--- src/rtl/ftdi_tx_arbiter.sv ---
// Round-robin arbiter sharing the ftdiController transmit byte channel between
// NUM_REQ four-phase byte producers; a grant is held for a whole packet.
module ftdi_tx_arbiter #(
  parameter int NUM_REQ     = 3,
  parameter int TIMEOUT_CYC = 1024
) (
  input  logic                   in_clk,
  input  logic                   in_rst,
  input  logic [NUM_REQ-1:0]     in_req_tx_hsk_req,
  input  logic [8*NUM_REQ-1:0]   in_req_tx_data,
  input  logic [NUM_REQ-1:0]     in_req_last,
  output logic [NUM_REQ-1:0]     out_req_tx_hsk_ack,
  output logic                   out_tx_hsk_req,
  input  logic                   in_tx_hsk_ack,
  output logic [7:0]             out_tx_data,
  output logic [NUM_REQ-1:0]     out_grant,
  output logic                   out_busy,
  output logic                   out_timeout
);

  localparam int          IDX_W        = (NUM_REQ > 2) ? 2 : 1;
  localparam logic [15:0] TIMEOUT_LAST = 16'(TIMEOUT_CYC - 1);

  typedef enum logic [1:0] {
    IDLE     = 2'd0,
    WAIT_ACK = 2'd1,
    RELAY    = 2'd2,
    HOLD     = 2'd3
  } state_t;

  state_t             state_r, state_nxt_s;
  logic [IDX_W-1:0]   ptr_r, ptr_nxt_s;
  logic [IDX_W-1:0]   gnt_idx_r, gnt_idx_nxt_s;
  logic               last_r, last_nxt_s;
  logic [15:0]        cnt_r, cnt_nxt_s;
  logic               tx_req_r, tx_req_nxt_s;
  logic [7:0]         tx_data_r, tx_data_nxt_s;
  logic [NUM_REQ-1:0] grant_r, grant_nxt_s;
  logic [NUM_REQ-1:0] req_ack_r, req_ack_nxt_s;
  logic               busy_r, busy_nxt_s;
  logic               timeout_r, timeout_nxt_s;

  logic [7:0]         req_byte_s [NUM_REQ];
  logic               win_found_s;
  logic [IDX_W-1:0]   win_idx_s;

  function automatic logic [IDX_W-1:0] wrap_inc(input logic [IDX_W-1:0] idx);
    logic [IDX_W-1:0] res;
    if (int'(idx) >= NUM_REQ - 1) begin
      res = {IDX_W{1'b0}};
    end else begin
      res = idx + IDX_W'(1);
    end
    return res;
  endfunction

  function automatic logic [NUM_REQ-1:0] one_hot(input logic [IDX_W-1:0] idx);
    logic [NUM_REQ-1:0] vec;
    vec      = {NUM_REQ{1'b0}};
    vec[idx] = 1'b1;
    return vec;
  endfunction

  // Scan upward from the pointer with wrap; first active request wins.
  function automatic logic [IDX_W:0] find_winner(input logic [NUM_REQ-1:0] req,
                                                 input logic [IDX_W-1:0]   start);
    logic [IDX_W-1:0] scan;
    logic [IDX_W-1:0] idx;
    logic             found;
    scan  = start;
    idx   = start;
    found = 1'b0;
    for (int k = 0; k < NUM_REQ; k++) begin
      if (!found && req[scan]) begin
        found = 1'b1;
        idx   = scan;
      end else begin
        idx   = idx;
      end
      scan = wrap_inc(scan);
    end
    return {found, idx};
  endfunction

  for (genvar i = 0; i < NUM_REQ; i++) begin : g_byte
    assign req_byte_s[i] = in_req_tx_data[8*i +: 8];
  end

  assign {win_found_s, win_idx_s} = find_winner(in_req_tx_hsk_req, ptr_r);

  // Next-state and next-output decode for the grant/handshake FSM.
  always_comb begin
    state_nxt_s   = state_r;
    ptr_nxt_s     = ptr_r;
    gnt_idx_nxt_s = gnt_idx_r;
    last_nxt_s    = last_r;
    cnt_nxt_s     = cnt_r;
    tx_req_nxt_s  = tx_req_r;
    tx_data_nxt_s = tx_data_r;
    grant_nxt_s   = grant_r;
    req_ack_nxt_s = req_ack_r;
    timeout_nxt_s = 1'b0;
    case (state_r)
      IDLE: begin
        if (win_found_s) begin
          gnt_idx_nxt_s = win_idx_s;
          grant_nxt_s   = one_hot(win_idx_s);
          tx_data_nxt_s = req_byte_s[win_idx_s];
          last_nxt_s    = in_req_last[win_idx_s];
          tx_req_nxt_s  = 1'b1;
          state_nxt_s   = WAIT_ACK;
        end else begin
          state_nxt_s   = IDLE;
        end
      end
      WAIT_ACK: begin
        if (in_tx_hsk_ack) begin
          tx_req_nxt_s  = 1'b0;
          req_ack_nxt_s = one_hot(gnt_idx_r);
          state_nxt_s   = RELAY;
        end else begin
          state_nxt_s   = WAIT_ACK;
        end
      end
      RELAY: begin
        // Both sides must have returned to zero before the byte is retired.
        if (!in_req_tx_hsk_req[gnt_idx_r] && !in_tx_hsk_ack) begin
          req_ack_nxt_s = {NUM_REQ{1'b0}};
          if (last_r) begin
            ptr_nxt_s   = wrap_inc(gnt_idx_r);
            grant_nxt_s = {NUM_REQ{1'b0}};
            state_nxt_s = IDLE;
          end else begin
            cnt_nxt_s   = 16'd0;
            state_nxt_s = HOLD;
          end
        end else begin
          state_nxt_s   = RELAY;
        end
      end
      HOLD: begin
        if (in_req_tx_hsk_req[gnt_idx_r]) begin
          tx_data_nxt_s = req_byte_s[gnt_idx_r];
          last_nxt_s    = in_req_last[gnt_idx_r];
          tx_req_nxt_s  = 1'b1;
          state_nxt_s   = WAIT_ACK;
        end else if (cnt_r == TIMEOUT_LAST) begin
          timeout_nxt_s = 1'b1;
          grant_nxt_s   = {NUM_REQ{1'b0}};
          ptr_nxt_s     = wrap_inc(gnt_idx_r);
          state_nxt_s   = IDLE;
        end else begin
          cnt_nxt_s     = cnt_r + 16'd1;
        end
      end
      default: begin
        tx_req_nxt_s  = 1'b0;
        grant_nxt_s   = {NUM_REQ{1'b0}};
        req_ack_nxt_s = {NUM_REQ{1'b0}};
        ptr_nxt_s     = {IDX_W{1'b0}};
        state_nxt_s   = IDLE;
      end
    endcase
    busy_nxt_s = (state_nxt_s != IDLE);
  end

  // FSM state, round-robin pointer and per-packet bookkeeping.
  always_ff @(posedge in_clk or posedge in_rst) begin
    if (in_rst) begin
      state_r   <= IDLE;
      ptr_r     <= {IDX_W{1'b0}};
      gnt_idx_r <= {IDX_W{1'b0}};
      last_r    <= 1'b0;
      cnt_r     <= 16'd0;
    end else begin
      state_r   <= state_nxt_s;
      ptr_r     <= ptr_nxt_s;
      gnt_idx_r <= gnt_idx_nxt_s;
      last_r    <= last_nxt_s;
      cnt_r     <= cnt_nxt_s;
    end
  end

  // Registered outputs.
  always_ff @(posedge in_clk or posedge in_rst) begin
    if (in_rst) begin
      tx_req_r  <= 1'b0;
      tx_data_r <= 8'h00;
      grant_r   <= {NUM_REQ{1'b0}};
      req_ack_r <= {NUM_REQ{1'b0}};
      busy_r    <= 1'b0;
      timeout_r <= 1'b0;
    end else begin
      tx_req_r  <= tx_req_nxt_s;
      tx_data_r <= tx_data_nxt_s;
      grant_r   <= grant_nxt_s;
      req_ack_r <= req_ack_nxt_s;
      busy_r    <= busy_nxt_s;
      timeout_r <= timeout_nxt_s;
    end
  end

  assign out_tx_hsk_req     = tx_req_r;
  assign out_tx_data        = tx_data_r;
  assign out_grant          = grant_r;
  assign out_req_tx_hsk_ack = req_ack_r;
  assign out_busy           = busy_r;
  assign out_timeout        = timeout_r;

endmodule

--- config.mk ---
export PLATFORM = sky130hd
export DESIGN_NAME = ftdi_tx_arbiter
export DESIGN_NICKNAME = d
export VERILOG_FILES = /design/src/rtl/ftdi_tx_arbiter.sv
export SDC_FILE = /design/constraint.sdc
export NUM_CORES = 1
export LEC_CHECK = 0
export ABC_AREA = 1
export CORE_ASPECT_RATIO = 0.5
export CORE_MARGIN = 5
export CORE_UTILIZATION = 30
export CTS_CLUSTER_SIZE = 24
export DETAILED_ROUTE_END_ITERATION = 10
export DONT_BUFFER_PORTS = 1
export HOLD_SLACK_MARGIN = 0.08
export SKIP_LAST_GASP = 1
export SYNTH_ARGS = -nofsm -noshare
export SYNTH_HDL_FRONTEND = slang
export SYNTH_SLANG_ARGS = --single-unit
--- constraint.sdc ---
create_clock -name in_clk -period 3.19 [get_ports in_clk]
set_input_delay 0.319 -clock in_clk [delete_from_list [all_inputs] [get_ports in_clk]]
set_output_delay 0.319 -clock in_clk [all_outputs]
set_load 0.005 [all_outputs]
==> metrics.md <==
| Metric | Value |
|---|---|
| Status | `finished, final reports clean` |
| TritonCTS clock tree | `done` |
| Synth area leaders | `dfrtp_1, nand2_1, nand3_1` |
| First-pass GRT wire length | `12.8 mm` |
| Worst path required time | `3.37 ns` |
| # IOs | `50` |
| CP dominant cell by count | `nor2_4` |
| DPL Wire Length | `5.63 mm` |
| Clock root buffer master | `clkbuf_16` |
| GPL Wtd Cong | `0.869` |
| Slew Viols, Final | `0` |
| Logic pwr share | `0.569` |
| Setup Skew | `0.00657 ns` |
| Crit. Startpoint | `cnt_r[0]` |
| Slew at the pin closest to its max-slew limit | `0.734 ns` |
| Top cell type's share of synthesized area | `0.351` |
| Share of layout cells above drive strength 1 | `0.0909` |
| Ant. Diodes | `0` |
| Worst Setup End Kind | `flop` |
| Clock Tree Buf Depth | `2` |
| Yosys reg bits | `40` |
| Via count | `2,686` |
| DR vias/cell | `5.09` |
| Worst reg2reg path depth | `10` |
| Count leader, synth | `nand2_1` |
| Clock transition at path regs | `0.06 ns` |
| Postcts setup bufs | `0` |
| Initial antenna violation count | `0` |
| Die Span Y | `78.9 µm` |
| PwrDens | `1000 nW/µm²` |
| Initial Util | `0.304` |
| Sequential area share after synthesis | `0.351` |
| Sw frac | `0.512` |
| Fillers | `1,002` |
| Tot GR Track Use | `0.135` |
| F_max | `398 MHz` |
| Worst Path Arrival | `2.69 ns` |
| Leakage Power | `1.46 nW` |
| Post-route ant nets | `0` |
| Total Nets Final | `440` |
| Final min period | `2.51 ns` |
| Largest net degree at the start of global routing | `41` |
| Min-delay worst type | `primary input to asynchronous set/reset pin` |
| Post-synthesis cell area | `2850 µm²` |
| Kind of launch point of the worst setup path | `flop` |
| Worst R2R Start | `cnt_r[0]` |
| Maxcap violations | `0` |
| Syn. warnings | `0` |
| Vias in the first global route | `2,560` |
| GR Overflow Total | `0` |
| Flop pwr share | `0.263` |
| Avg Cell Area, Syn | `6.96 µm²` |
| Distinct cells, synth | `31` |
| Die X | `148 µm` |
| Setup-failing EPs final | `0` |
| Std cell rows | `25` |
| Final WS setup | `0.677 ns` |
| Max rail drop VDD | `0.403 mV` |
| Normalized max-slew margin | `0.510` |
| Worst path slowest cell | `nor2_2` |
| Core ar. | `9350 µm²` |
| H-tree levels | `2` |
| Worst R2R End | `cnt_r[14]` |
| Routed WL | `7.77 mm` |
| Fin cells | `528` |
| Top cells by count, synth | `nand2_1, nand3_1, dfrtp_1` |
| EDFF count, synth | `0` |
| Area added between synthesis and finish | `7.51%` |
| Cell-internal power | `1.49 mW` |
| Synth Flop Type | `dfrtp_1` |
| Flop2flop setup slack | `0.68 ns` |
| Switching power total | `1.57 mW` |
| Total negative slack | `0 ns` |
| IO buf count | `0` |
| Unrepaired setup endpoints after global routing | `false` |
| Total CTS buffers | `5` |
| Die Area | `11,700 µm²` |
| Crit path kind | `flop to flop` |
| Dpl cells | `520` |
| Place WS | `0.251 ns` |
| Crit path to | `cnt_r[14]` |
| Final period utilization | `0.788` |
| DR WL/cell | `14.7 µm` |
| Gate Count Post-Synth | `409` |
| Critical-path maximum fanout | `20` |
| Syn_nets | `443` |
| Cell taking the most area after synthesis | `dfrtp_1` |
| Synth async-reset ratio | `1.00` |
| Final Hold Vio Count | `0` |
| Skew-Pair Late Insertion Delay | `0.28 ns` |
| Drt initial violations | `287` |
| Drt drc | `0` |
| TritonRoute pass-1 iters | `4` |
| Clock power frac | `0.168` |
| Slowest stage delay, CP | `0.58 ns` |
| Clock tree sinks | `40` |
| Ordered cell list for the critical path | `ha_1 -> nand2_1 -> nor2_4 -> inv_2 -> nor2_4 -> nand4_1 -> o21ai_1 -> nor2_2 -> inv_1 -> o31ai_1` |
[metal layers]
| layer | vias to the layer above | track usage | share of wire |
|---|---|---|---|
| li1 | 1343 | - | - |
| met1 | 1258 | 0.167 | 0.44 |
| met2 | 75 | 0.228 | 0.48 |
| met3 | 10 | 0.0365 | 0.069 |
| met4 | 0 | 0.0474 | 0.013 |
| met5 | - | 0 | 0 |
[metrics by stage]
step	hold slack, ns	cell area (µm²)	util	power (mW)
3_3_place_gp	0.379	2910	0.311	2.55
3_5_place_dp	0.384	2910	0.311	2.55
4_1_cts	0.0816	3060	0.327	3.08
6_report	0.0544	3060	0.327	3.06
2_1_floorplan	0.450	2850	-	2.31
5_1_grt	0.121	3060	0.327	3.36
[layout make-up]
class	instances	area, µm²	area share
Clock buffer	8	146	0.0478
Timing Repair Buffer	4	30.0	0.00981
Inverter	41	159	0.0519
Multi-Input combinational cell	314	1570	0.514
Sequential cell	40	1000	0.327
Tap cell	121	151	0.0494
[power by group through the flow]
stage                     Combinational, mW  Clock [mW]  Sequential (mW)
after floorplan                        1.55           0            0.759
after global placement                 1.73           0            0.817
after detailed placement               1.73           0            0.820
after CTS                              1.74       0.525            0.811
after global routing                   1.99       0.539            0.829
final                                  1.74       0.514            0.806
[kinds of logic after synthesis]
| group | after synthesis | share of synthesized area |
|---|---|---|
| compound gates | 50 | 0.105 |
| xor+xnor | 7 | 0.0215 |
| fa+ha+maj | 1 | 0.00439 |
| buf+inv | 55 | 0.0967 |
| flops | 40 | 0.351 |
| simple gates | 256 | 0.421 |
[worst max-delay path: cells and delay by family (launching register included)]
family	cells	cell delay, ns
buf+inv	2	0.46
compound gates	2	0.38
simple gates	5	0.88
fa+ha+maj	1	0.26
flops	1	0.42
[state kept, by name, indices dropped and copies added (netlist names)]
register,cells
ptr_r,2
out_busy,1
out_tx_hsk_req,1
state_r,2
gnt_idx_r,2
out_tx_data,8
out_timeout,1
cnt_r,16
out_req_tx_hsk_ack,3
out_grant,3
last_r,1
[worst min-delay path by stage]
stage,endpoint,depth (start not counted)
2_1_floorplan,last_r,2
3_3_place_gp,cnt_r[3],2
3_5_place_dp,cnt_r[5],2
4_1_cts,cnt_r[2],2
5_1_grt,cnt_r[5],2
6_report,cnt_r[5],2
[repair_timing]
action	CTS	global route
endpoints found under the setup margin	0	5
hold endpoints to repair	0	0
gates resized for setup	0	1
hold buffers	0	0
[placed cells by master (no fill, tap or decap), types with 4 or more instances in the layout]
master	Yosys	routed
o21ai_0	9	9
inv_2	5	5
o21bai_1	8	8
o21ai_1	8	8
nor2_1	25	24
nand4_1	11	11
a21oi_1	16	16
nor3_1	6	6
buf_4	1	4
o31ai_1	7	7
xor2_1	7	7
inv_1	34	33
nor2_4	4	4
nand3_2	4	4
nand2_1	123	123
clkbuf_16	0	5
dfrtp_1	40	40
nand3_1	70	70
Power figures use the tool's default switching activity.
